==> config.mk <==
export PLATFORM = sky130hd
export DESIGN_NAME = kbd_mem_arbiter_flat
export DESIGN_NICKNAME = d
export VERILOG_FILES = /design/src/rtl/kbd_pkg.sv /design/src/rtl/kbd_mem_arbiter_if.sv /design/src/rtl/kbd_mem_arbiter_fifo.sv /design/src/rtl/kbd_mem_arbiter.sv /design/src/flat_wrapper.sv
export SDC_FILE = /design/constraint.sdc
export NUM_CORES = 1
export LEC_CHECK = 0
export ABC_AREA = 0
export BUFFER_PORTS_ARGS = -buffer_cell sky130_fd_sc_hd__buf_2
export CELL_PAD_IN_SITES_DETAIL_PLACEMENT = 1
export CELL_PAD_IN_SITES_GLOBAL_PLACEMENT = 2
export CORE_MARGIN = 2
export CORE_UTILIZATION = 30
export CTS_BUF_LIST = sky130_fd_sc_hd__clkbuf_4 sky130_fd_sc_hd__clkbuf_8
export CTS_CLUSTER_SIZE = 14
export DETAILED_ROUTE_END_ITERATION = 12
export HOLD_SLACK_MARGIN = 0.02
export PLACE_DENSITY = 0.82
export SLEW_MARGIN = 5
export SYNTH_ARGS = -nofsm -noshare
export SYNTH_HDL_FRONTEND = slang
export SYNTH_SLANG_ARGS = --single-unit
==> constraint.sdc <==
create_clock -name clk -period 1.9 [get_ports clk]
set_input_delay 0.285 -clock clk [delete_from_list [all_inputs] [get_ports clk]]
set_output_delay 0.285 -clock clk [all_outputs]
set_load 0.05 [all_outputs]
==> src/rtl/kbd_pkg.sv <==
// Shared keyboard/text-buffer definitions: arbiter FSM states, the
// carriage-return code and default text buffer bounds.
package kbd_pkg;

    typedef enum logic {
        S_CORE = 1'b0,
        S_IO   = 1'b1
    } state_e;

    localparam logic [7:0]  CHAR_ENTER   = 8'h0D;
    localparam logic [14:0] DEF_BUF_BASE = 15'h0605;
    localparam logic [14:0] DEF_BUF_END  = 15'h23FF;

    // Next circular text-buffer address.
    function automatic logic [14:0] buf_next(
        input logic [14:0] p,
        input logic [14:0] base,
        input logic [14:0] last
    );
        return (p == last) ? base : p + 15'd1;
    endfunction

endpackage

==> src/rtl/kbd_mem_arbiter_if.sv <==
// Memory-port bundle: core request side plus the shared memory port.
// master = core/memory side, slave = arbiter.
interface kbd_mem_arbiter_if;

    logic        core_req;
    logic [14:0] core_addr;
    logic [15:0] core_wdata;
    logic        core_we;
    logic        core_gnt;
    logic [14:0] mem_addr;
    logic [15:0] mem_wdata;
    logic        mem_we;

    modport master (
        output core_req, core_addr, core_wdata, core_we,
        input  core_gnt, mem_addr, mem_wdata, mem_we
    );

    modport slave (
        input  core_req, core_addr, core_wdata, core_we,
        output core_gnt, mem_addr, mem_wdata, mem_we
    );

endinterface

==> src/rtl/kbd_mem_arbiter_fifo.sv <==
// char_fifo: 8-bit character FIFO, DEPTH a power of two.
// Ports: clk, rst_n, push/din, pop/dout, empty, full (registered).
module char_fifo #(
    parameter int DEPTH = 4
) (
    input  logic       clk,
    input  logic       rst_n,
    input  logic       push,
    input  logic [7:0] din,
    input  logic       pop,
    output logic [7:0] dout,
    output logic       empty,
    output logic       full
);

    localparam int AW = $clog2(DEPTH);

    logic [7:0]    mem_q [DEPTH];
    logic [AW-1:0] rd_q, rd_d;
    logic [AW-1:0] wp_q, wp_d;
    logic [AW:0]   cnt_q, cnt_d;
    logic          do_push;
    logic          do_pop;

    // Count reaches DEPTH only when its MSB is set.
    assign empty = (cnt_q == '0);
    assign full  = cnt_q[AW];
    assign dout  = mem_q[rd_q];

    // A pop frees a slot in the same cycle, so push is taken when full.
    assign do_pop  = pop & ~empty;
    assign do_push = push & (~full | do_pop);

    always_comb begin
        rd_d  = rd_q + AW'(do_pop);
        wp_d  = wp_q + AW'(do_push);
        cnt_d = cnt_q + (AW+1)'(do_push) - (AW+1)'(do_pop);
    end

    always_ff @(posedge clk or negedge rst_n) begin
        if (!rst_n) begin
            rd_q  <= '0;
            wp_q  <= '0;
            cnt_q <= '0;
        end else begin
            rd_q  <= rd_d;
            wp_q  <= wp_d;
            cnt_q <= cnt_d;
        end
    end

    always_ff @(posedge clk) begin
        if (do_push) mem_q[wp_q] <= din;
    end

endmodule

==> src/rtl/kbd_mem_arbiter.sv <==
// Shares the memory port between the core and keyboard characters.
// Ports: clk, rst_n, bus (core req/gnt + mem port), io_char(_valid),
// wr_ptr, fifo_full, overflow, enter_pulse.
module kbd_mem_arbiter
    import kbd_pkg::*;
#(
    parameter logic [14:0] BUF_BASE   = DEF_BUF_BASE,
    parameter logic [14:0] BUF_END    = DEF_BUF_END,
    parameter int          FIFO_DEPTH = 4,
    parameter int          MAX_WAIT   = 8
) (
    input  logic                clk,
    input  logic                rst_n,
    kbd_mem_arbiter_if.slave    bus,
    input  logic [7:0]          io_char,
    input  logic                io_char_valid,
    output logic [14:0]         wr_ptr,
    output logic                fifo_full,
    output logic                overflow,
    output logic                enter_pulse
);

    localparam int WW = (MAX_WAIT > 1) ? $clog2(MAX_WAIT) : 1;
    localparam logic [WW-1:0] WAIT_LAST = WW'(MAX_WAIT - 1);

    state_e        state_q, state_d;
    logic [WW-1:0] wait_q, wait_d;
    logic [14:0]   ptr_q, ptr_d;
    logic          ovf_q, ovf_d;
    logic [7:0]    head;
    logic          empty;
    logic          full;
    logic          pop;
    logic          mem_we_raw;

    assign pop = (state_q == S_IO);

    char_fifo #(
        .DEPTH (FIFO_DEPTH)
    ) u_fifo (
        .clk   (clk),
        .rst_n (rst_n),
        .push  (io_char_valid),
        .din   (io_char),
        .pop   (pop),
        .dout  (head),
        .empty (empty),
        .full  (full)
    );

    always_ff @(posedge clk or negedge rst_n) begin
        if (!rst_n) begin
            state_q <= S_CORE;
            wait_q  <= '0;
            ptr_q   <= BUF_BASE;
            ovf_q   <= 1'b0;
        end else begin
            state_q <= state_d;
            wait_q  <= wait_d;
            ptr_q   <= ptr_d;
            ovf_q   <= ovf_d;
        end
    end

    always_comb begin
        state_d = S_CORE;
        unique case (state_q)
            S_CORE: begin
                if (!empty && (!bus.core_req || wait_q == WAIT_LAST || full))
                    state_d = S_IO;
            end
            S_IO: state_d = S_CORE;
        endcase

        // Counts only cycles where a queued char loses to the core.
        wait_d = wait_q;
        if (empty || state_q == S_IO || state_d == S_IO)
            wait_d = '0;
        else if (bus.core_req && wait_q != WAIT_LAST)
            wait_d = wait_q + WW'(1);

        ptr_d = pop ? buf_next(ptr_q, BUF_BASE, BUF_END) : ptr_q;
        ovf_d = ovf_q | (io_char_valid & full & ~pop);
    end

    always_comb begin
        bus.core_gnt  = 1'b1;
        bus.mem_addr  = bus.core_addr;
        bus.mem_wdata = bus.core_wdata;
        mem_we_raw    = bus.core_we & bus.core_req;
        enter_pulse   = 1'b0;
        unique case (state_q)
            S_CORE: ;
            S_IO: begin
                bus.core_gnt  = 1'b0;
                bus.mem_addr  = ptr_q;
                bus.mem_wdata = {8'h00, head};
                mem_we_raw    = 1'b1;
                enter_pulse   = (head == CHAR_ENTER);
            end
        endcase
        // No stray write may reach memory while reset is held.
        bus.mem_we = rst_n & mem_we_raw;
    end

    assign wr_ptr    = ptr_q;
    assign fifo_full = full;
    assign overflow  = ovf_q;

endmodule

==> src/flat_wrapper.sv <==
// flat-port wrapper written by rule: the top's interface ports become plain ports
module kbd_mem_arbiter_flat import kbd_pkg::*;
#(
    parameter logic [14:0] BUF_BASE   = DEF_BUF_BASE,
    parameter logic [14:0] BUF_END    = DEF_BUF_END,
    parameter int          FIFO_DEPTH = 4,
    parameter int          MAX_WAIT   = 8
)
  (clk, rst_n, io_char, io_char_valid, wr_ptr, fifo_full, overflow, enter_pulse, bus_core_req, bus_core_addr, bus_core_wdata, bus_core_we, bus_core_gnt, bus_mem_addr, bus_mem_wdata, bus_mem_we);
  kbd_mem_arbiter_if bus_i ();
  input  logic clk;
  input  logic rst_n;
  input  logic [7:0] io_char;
  input  logic io_char_valid;
  output logic [14:0] wr_ptr;
  output logic fifo_full;
  output logic overflow;
  output logic enter_pulse;
  input wire logic [$bits(bus_i.core_req)-1:0] bus_core_req;
  input wire logic [$bits(bus_i.core_addr)-1:0] bus_core_addr;
  input wire logic [$bits(bus_i.core_wdata)-1:0] bus_core_wdata;
  input wire logic [$bits(bus_i.core_we)-1:0] bus_core_we;
  output wire logic [$bits(bus_i.core_gnt)-1:0] bus_core_gnt;
  output wire logic [$bits(bus_i.mem_addr)-1:0] bus_mem_addr;
  output wire logic [$bits(bus_i.mem_wdata)-1:0] bus_mem_wdata;
  output wire logic [$bits(bus_i.mem_we)-1:0] bus_mem_we;
  assign bus_i.core_req = bus_core_req;
  assign bus_i.core_addr = bus_core_addr;
  assign bus_i.core_wdata = bus_core_wdata;
  assign bus_i.core_we = bus_core_we;
  assign bus_core_gnt = bus_i.core_gnt;
  assign bus_mem_addr = bus_i.mem_addr;
  assign bus_mem_wdata = bus_i.mem_wdata;
  assign bus_mem_we = bus_i.mem_we;
  kbd_mem_arbiter #(.BUF_BASE(BUF_BASE), .BUF_END(BUF_END), .FIFO_DEPTH(FIFO_DEPTH), .MAX_WAIT(MAX_WAIT)) u_core (.clk(clk), .rst_n(rst_n), .bus(bus_i), .io_char(io_char), .io_char_valid(io_char_valid), .wr_ptr(wr_ptr), .fifo_full(fifo_full), .overflow(overflow), .enter_pulse(enter_pulse));
endmodule
==> results.toml, run 1 <==
[sta]
final_max_slew_viol_count = 0
min_period_ns = 2.507
setup_viol = 10
fmax_ghz = 0.3988
tightest_slew_ns = 0.4339
final.setup.worst_slack_ns = -0.6072
rsz0062_at_grt = "yes"
slew_headroom_pct = 71.07
timing.final.crit_share_pct = 132.0
fin_hold_ws_ns = 0.1679
finClkSkew_ns = 0.01166
hold_viol_final = 0

[run_status]
status = "finished with violations"
violations = "setup timing"

[place]
numPortBuffers = 94
hpwl_um = 5227
placed_cell_area_um2 = 3571
place_ws_ns = -0.3573
gp_congestion = 0.7068

[layout]
stdcell_area_um2 = 4264
areaGrowthSynthToFinish_pct = 51.33
nNetsFinal = 389
antennaDiodeCount = 0
fillerInstances = 978
drive_gt1_share_pct = 59.01

[worst_setup_path]
rr_startpoint = "u_core.pop"
reg2regPathDepth = 10
r2r_slack_ns = -0.01
cp.arrival_ns = 2.22
timing.rr.end = "u_core.u_fifo.cnt_q[2]"
required_ns = 1.62
critPathKind = "register to output port"
critPathCaptureType = "output port"
crit_fanout = 3
start_kind = "register"

[clocking]
clockBufferDepth = 2
htree_levels = 3
clock_latency_ns = 0.34
clockRootBuffer = "clkbuf_8"
cts_tree = "yes"
cts_sinks = 59
clkTransAtPathRegs_ns = 0.07
cts_buffers = 9

[drt]
drt-vias-per-instance = 4.736
drc = 0
drtPass1Iterations = 4
drt_iter0_drc = 73
wire_per_inst_um = 16.98
vias = 2155
wirelength_um = 7728
antenna_left = 0

[grt]
grt_pass1_vias = 2354
grt_max_degree = 28
grt_first_pass_wirelength_um = 11870
grt_overflow = 0
grt.total_usage_pct = 15.42
antenna_found_initial = 0

[yosys]
synth_nets = 257
yosysTopAreaCellShare_pct = 34.10
syn-cell-area_um2 = 2818
synthTopCellsByArea = "edfxtp_1 34%, dfrtp_1 20%, mux2_2 8.0%, mux4_1 5.6%, dfstp_2 3.7%"
ys.warnings.count = 0
post_synth_inst_count = 207
synth.avg_cell_area_um2 = 13.61
ys_ff_latch = 59
ys_seq_area_share_pct = 58.26
ys_types = 37
synth_area_leader_cell = "edfxtp_1"

[floorplanning]
core_area_um2 = 9196
die_area_um2 = 10180
rows = 35
initial_utilization_pct = 30.64
die_h_um = 100.9
fp.dieW_um = 100.9
ios = 95

[min_path]
hold_end = "u_core.u_fifo.mem_q[1][2]"
min_from = "io_char[2]"
hold_path.class = "input port to register"
whs_path_depth = 1

[power]
vdd_drop_max_mv = 0.7458
finalPower_mw = 7.639
power.density_nw_per_um2 = 1791
power_leakage_nw = 1.912

[job]
max_cap_viol_count = 0
[final cells by class]
cell class | count | area, um^2 | share of cell area (%)
sequential | 59 | 1644 | 38.56
multi-input combinational | 130 | 1209 | 28.35
timing repair buffer | 128 | 1007 | 23.62
tap | 111 | 138.9 | 3.257
clock buffer | 9 | 123.9 | 2.905
clock inverter | 7 | 100.1 | 2.347
inverter | 11 | 41.29 | 0.9683
[through the flow]
step | util (%) | std cells | TNS, ns
after global routing | 46.37 | 455 | -3.970
after global placement | 38.83 | 426 | -0.8523
after detailed placement | 38.83 | 426 | -1.034
after CTS | 43.65 | 450 | -3.248
after floorplan | - | 207 | -1.259
final | 46.37 | 455 | -3.050
[Yosys cell counts, drive strengths merged]
cell,instances
edfxtp,32
dfrtp,23
mux2,20
nor2,12
inv,11
nand2,11
nor2b,10
xnor2,10
mux4,8
xor2,7
nand3,6
ha,5
nor4,5
a21oi,4
buf,4
dfstp,4
nand4,4
nor3,4
o21ai,4
clkbuf,3
or2,3
or4,3
and2,2
and3,2
nand2b,2
nor3b,2
a31o,1
and4,1
fa,1
o21ba,1
o2bb2ai,1
o31ai,1
[how the worst max path moves through the flow]
stage                                      from           to  slack [ns]  cells after the start
after CTS                 u_core.u_fifo.rd_q[0]  enter_pulse       -0.63                      4
after global placement    u_core.u_fifo.rd_q[0]  enter_pulse       -0.35                      6
final                     u_core.u_fifo.rd_q[0]  enter_pulse       -0.61                      4
after floorplan           u_core.u_fifo.rd_q[0]  enter_pulse       -0.47                      4
after detailed placement  u_core.u_fifo.rd_q[0]  enter_pulse       -0.36                      6
after global routing      u_core.u_fifo.rd_q[0]  enter_pulse       -0.70                      4
[cells in the final DEF, fill, tap and decap left out, types with 3 or more instances in the layout]
cell type and count:
buf_2 67, edfxtp_1 32, inv_1 10, nor4_1 3, buf_6 19, xnor2_1 9, nand4_1 4, buf_8 12
nand2_1 8, dfstp_2 4, nand3_1 6, nand2_2 3, nor3_1 4, mux4_2 8, ha_1 3, xor2_1 7
buf_4 26, mux2_4 11, nor2_1 11, or2_2 3, a21oi_1 4, nor2b_1 5, clkinv_4 3, clkbuf_8 9
nor2b_2 4, dfrtp_1 21, mux2_2 9
[worst max-delay path, cell delays in order, from the launching register on]
cell and delay, ns:
dfrtp_1 0.42, mux4_2 0.53, or4_4 0.57, nor4_4 0.18, buf_6 0.20
[cells by family (layout without fill, tap and decap cells)]
family / Yosys count / after routing / share of synthesized area (%)
simple gates: 67 / 67 / 12.92
xor+xnor: 17 / 17 / 5.284
buf+inv: 18 / 155 / 2.753
fa+ha+maj: 6 / 6 / 2.931
mux: 28 / 28 / 15.19
flops: 59 / 59 / 58.26
compound gates: 12 / 12 / 2.665
[timing repair]
action,CTS,global route
hold buffers,1,0
setup endpoints to repair,29,42
hold endpoints to repair,23,0
cloned,1,1
gates resized for setup,54,70
pin swaps,2,4
setup buffers,6,7
[per-layer routing]
metal	vias to the layer above	part of all wire, %	wire length, um	track usage, %
met2	48	53	4091	26.92
met5	-	0	0	0
met4	0	1.2	90	4.366
met1	1075	43	3315	18.94
li1	1024	-	-	-
met3	8	3.0	230	3.814
[registers in the layout (all words and copies together) (netlist names)]
register / cells
u_core.overflow: 1
u_core.pop: 1
u_core.u_fifo.cnt_q: 3
u_core.u_fifo.mem_q: 32
u_core.u_fifo.rd_q: 2
u_core.u_fifo.wp_q: 2
u_core.wait_q: 3
u_core.wr_ptr: 15
[power breakdown]
group / internal (mW) / switching (mW)
Combinational: 1.89 / 2.51
Clock: 0.747 / 0.530
Sequential: 1.69 / 0.274
Total: 4.32 / 3.31
Power figures use the tool's default switching activity.
==> run 2: changes to the inputs <==
- CELL_PAD_IN_SITES_DETAIL_PLACEMENT: 1 -> 0
- CELL_PAD_IN_SITES_GLOBAL_PLACEMENT: 2 -> 1
- CORE_UTILIZATION: 30 -> 37
- PLACE_DENSITY: 0.82 -> 0.83
==> run 2 against run 1 <==
Effect of this change:
- final area is 0.67% lower
- global-route usage increased by 1.5 points
- highest routed layer unchanged
- worst hold slack worse by 0.0056 ns
- power up 0.80%
- the run still ends with setup timing left
- sequential power about the same
==> results.toml, run 2 (same netlist as run 1, synthesis figures left out) <==
[run_status]
status = "finished with violations"
violations = "setup timing"

[layout]
final_cell_mix = "72 x buf_2, 32 x edfxtp_1, 25 x buf_4, 21 x buf_6, 20 x dfrtp_1"
fillerInstances = 573
fin_util_pct = 57.77
largest_register_ffs = 32
areaGrowthSynthToFinish_pct = 50.31
drive_gt1_share_pct = 57.23
antennaDiodeCount = 0
final_cells = 445
nNetsFinal = 391
regMostFlops = "u_core.u_fifo.mem_q"
layout_commonest_cell = "buf_2"
stdcell_area_um2 = 4235

[drt]
drt_iter0_drc = 95
antenna_left = 0
wire_per_inst_um = 15.68
drc = 0
wirelength_um = 6977
drtPass1Iterations = 4
vias = 2123
drt-vias-per-instance = 4.771

[sta]
setup_tns_ns = -3.095
setup_viol = 10
final_max_slew_viol_count = 0
min_period_ns = 2.489
final.setup.worst_slack_ns = -0.5890
hold_viol_final = 0
timing.final.crit_share_pct = 131.0
slew_headroom_pct = 71.87
tightest_slew_ns = 0.4220
fmax_ghz = 0.4018
fin_hold_ws_ns = 0.1622
finClkSkew_ns = 0.008178
rsz0062_at_grt = "yes"

[place]
dp.cells = 415
placed_cell_area_um2 = 3563
gp_congestion = 0.7671
hpwl_um = 4552
numPortBuffers = 94
place_ws_ns = -0.3947

[worst_setup_path]
crit_fanout = 4
worstPathCellList = "mux4_2, or4_4, nor4_4, buf_6"
required_ns = 1.62
start_kind = "register"
critPathKind = "register to output port"
slowest_stage = "mux4_2"
critical_path_buf_inv_count = 1
reg2regPathDepth = 9
timing.rr.end = "u_core.u_fifo.cnt_q[2]"
critPathCaptureType = "output port"
max_stage_delay_ns = 0.55
cp.arrival_ns = 2.20
rr_startpoint = "u_core.pop"
r2r_slack_ns = -0.05
startpoint = "u_core.u_fifo.rd_q[0]"
crit_family = "simple AND/OR/NAND/NOR gates"

[clocking]
clkTransAtPathRegs_ns = 0.07
clockBufferDepth = 2
clockRootBuffer = "clkbuf_8"
cts_tree = "yes"
clock_latency_ns = 0.34
cts_sinks = 59
cts_buffers = 9
htree_levels = 3

[grt]
grt_pass1_vias = 2170
grt_first_pass_wirelength_um = 10740
grt.total_usage_pct = 16.87
grt_overflow = 0
antenna_found_initial = 0
grt_max_degree = 28

[floorplanning]
core_area_um2 = 7331
ios = 95
initial_utilization_pct = 38.44
rows = 31
fp.dieW_um = 91.27
die_h_um = 91.27
die_area_um2 = 8329

[power]
power_leakage_nw = 1.909
finalPower_mw = 7.700
swShare_pct = 41.76
vdd_drop_max_mv = 0.9024
power.density_nw_per_um2 = 1818
power_frac_comb_pct = 56.6
p_clk_share_pct = 17.9
switchingPower_mw = 3.216
internal-power_mw = 4.484
seqPwrFrac_pct = 25.4

[min_path]
min_from = "io_char[2]"
hold_end = "u_core.u_fifo.mem_q[2][2]"
whs_path_depth = 1
hold_path.class = "input port to register"

[job]
max_cap_viol_count = 0
run 2: cell count changes in the layout (fill, tap and decap cells not counted), sizes merged:
cell / before / now
bufinv: 2 / 3
inv: 12 / 11
clkinvlp: 0 / 1
clkbuf: 10 / 11
clkinv: 4 / 3
bufbuf: 0 / 1
run 2: power groups by stage:
stage	Clock [mW]	Combinational, mW	Sequential, mW
after floorplan	0	2.24	2.15
after global placement	0	3.27	1.95
after detailed placement	0	3.33	1.96
after CTS	1.40	4.08	1.95
after global routing	1.46	4.61	2.00
final	1.38	4.36	1.96
run 2: worst max-delay path by stage:
stage	endpoint	slack [ns]	cells after the start
final	enter_pulse	-0.59	4
after global placement	enter_pulse	-0.36	4
after floorplan	enter_pulse	-0.47	4
after CTS	enter_pulse	-0.60	4
after detailed placement	enter_pulse	-0.39	4
after global routing	enter_pulse	-0.68	4
run 2: layer usage:
layer	global-route usage, %	share of wire (%)	vias to the layer above
met4	6.818	1.7	0
li1	-	-	1023
met3	3.402	3.3	8
met5	0	0	-
met1	22.74	45	1037
met2	26.79	50	55
run 2: what timing repair did:
item	CTS	global route
setup endpoints to repair	34	30
setup buffers	8	6
hold buffers	1	0
pin swaps	7	8
gates cloned	2	2
endpoints found under the hold margin	23	0
gates resized for setup	57	42
run 2: cell type report:
class / instances / area (um^2) / area share (%)
repair buffers: 130 / 1015 / 23.96
clock buffers: 9 / 123.9 / 2.925
multi-input cells: 130 / 1170 / 27.62
clock inverters: 7 / 116.4 / 2.747
inverters: 11 / 41.29 / 0.9749
flip-flops and latches: 59 / 1645 / 38.85
well taps: 99 / 123.9 / 2.925
==> run 3: changes to the inputs <==
- PLACE_DENSITY: 0.83 -> 0.85
==> run 3 against run 2 <==
Effect of this change:
- the run still ends with setup timing left
- die area did not move
- worst setup slack improved by 0.0021 ns
- register-to-register slack improved by 0.09 ns
- sequential cell count did not move
- first-iteration DRC count fell by 27%
- cell count fell by 0.45%
- via count rose by 0.71%
- clock-buffer cell count did not move
- largest power group unchanged
- highest routed layer unchanged
==> results.toml, run 3 (same netlist as run 1, synthesis figures left out) <==
[grt]
grt_busiest_layer = "met2"
grt_first_pass_wirelength_um = 10990
grt_overflow = 0
grt_util_met2_pct = 29.32
grt_pass1_vias = 2249
grt.total_usage_pct = 16.99
met3_usage_pct = 4.730
met1_usage_pct = 20.47
antenna_found_initial = 0
grt_max_degree = 33

[min_path]
whs_path_depth = 1
hold_path.class = "input port to register"
hold_end = "u_core.u_fifo.mem_q[3][6]"
min_from = "io_char[6]"

[drt]
vias = 2138
wire_per_inst_um = 15.43
antenna_left = 0
wirelength_um = 6836
drt_iter0_drc = 69
drt-vias-per-instance = 4.826
drtPass1Iterations = 4
drc = 0

[clocking]
cts_sinks = 59
clockBufferDepth = 2
cts_tree = "yes"
cts_buffers = 9
clock_latency_ns = 0.34
clkTransAtPathRegs_ns = 0.07
clockRootBuffer = "clkbuf_8"
htree_levels = 3

[floorplanning]
rows = 31
die_area_um2 = 8329
die_h_um = 91.27
fp.dieW_um = 91.27
initial_utilization_pct = 38.44
core_area_um2 = 7331
ios = 95

[worst_setup_path]
worstPathCellList = "mux4_2, or4_4, nor4_4, buf_6"
max_stage_delay_ns = 0.56
start_kind = "register"
critPathCaptureType = "output port"
critPathKind = "register to output port"
cp.arrival_ns = 2.20
crit_family = "simple AND/OR/NAND/NOR gates"
reg2regPathDepth = 7
crit_fanout = 4
required_ns = 1.62
slowest_stage = "or4_4"
timing.rr.end = "u_core.u_fifo.cnt_q[2]"
r2r_slack_ns = 0.04
critical_path_buf_inv_count = 1
rr_startpoint = "u_core.u_fifo.cnt_q[0]"

[job]
max_cap_viol_count = 0

[power]
finalPower_mw = 7.550
switchingPower_mw = 3.193
power_frac_comb_pct = 53.8
vdd_drop_max_mv = 0.7740
power.density_nw_per_um2 = 1815
seqPwrFrac_pct = 26.1
swShare_pct = 42.29
p_clk_share_pct = 20.1
power_leakage_nw = 1.860
internal-power_mw = 4.357

[sta]
rsz0062_at_grt = "yes"
min_period_ns = 2.487
timing.final.crit_share_pct = 130.9
finClkSkew_ns = 0.005198
tightest_slew_ns = 0.4225
final.setup.worst_slack_ns = -0.5869
final_max_slew_viol_count = 0
hold_viol_final = 0
setup_viol = 9
setup_tns_ns = -2.637
fmax_ghz = 0.4021
slew_headroom_pct = 71.84

[layout]
regMostFlops = "u_core.u_fifo.mem_q"
antennaDiodeCount = 0
stdcell_area_um2 = 4159
layout_commonest_cell = "buf_2"
largest_register_ffs = 32
areaGrowthSynthToFinish_pct = 47.60
drive_gt1_share_pct = 57.85
nNetsFinal = 389
fin_util_pct = 56.73
final_cell_mix = "73 x buf_2, 33 x buf_4, 32 x edfxtp_1, 20 x dfrtp_1, 19 x buf_6"

[run_status]
status = "finished with violations"
violations = "setup timing"

[place]
hpwl_um = 4651
place_ws_ns = -0.4059
placed_cell_area_um2 = 3563
numPortBuffers = 94
gp_congestion = 0.7831
==> run 3: final cells by class <==
cell class / count / area, um^2
well taps: 99 / 123.9
clock inverters: 7 / 140.1
flip-flops and latches: 59 / 1645
repair buffers: 128 / 882.1
multi-input cells: 130 / 1202
fillers: 591 / 3172
inverters: 11 / 41.29
clock buffers: 9 / 123.9
==> run 3: what timing repair did <==
action	CTS	global route
hold endpoints to repair	23	0
pin swaps	4	10
setup endpoints to repair	23	29
gates cloned	0	1
hold buffers	1	0
resized for setup	61	15
setup buffers	5	6
==> run 3: routing by layer <==
layer	up-vias	part of all wire [%]
met3	7	3.8
met5	-	0
met2	55	51
li1	1016	-
met4	0	1.2
met1	1060	44
==> run 3: per-stage QoR <==
stage	hold WS, ns	cells
3_3_place_gp	0.3552	415
3_5_place_dp	0.3543	415
2_1_floorplan	-0.01059	207
5_1_grt	0.1508	443
6_report	0.1517	443
4_1_cts	0.1384	437
==> run 3: power groups by stage <==
stage	clock, mW	combinational, mW	sequential, mW
after floorplan	0	2.24	2.15
after global placement	0	3.26	1.95
after detailed placement	0	3.33	1.97
after CTS	1.54	3.85	1.97
after global routing	1.59	4.31	2.02
final	1.52	4.06	1.97
==> run 3: worst max path at each step <==
stage	endpoint	slack, ns	from	cells past startpoint
after global routing	enter_pulse	-0.66	u_core.u_fifo.rd_q[0]	4
after floorplan	enter_pulse	-0.47	u_core.u_fifo.rd_q[0]	4
final	enter_pulse	-0.59	u_core.u_fifo.rd_q[0]	4
after detailed placement	enter_pulse	-0.41	u_core.u_fifo.rd_q[0]	6
after CTS	enter_pulse	-0.62	u_core.u_fifo.rd_q[0]	4
after global placement	enter_pulse	-0.37	u_core.u_fifo.rd_q[0]	6
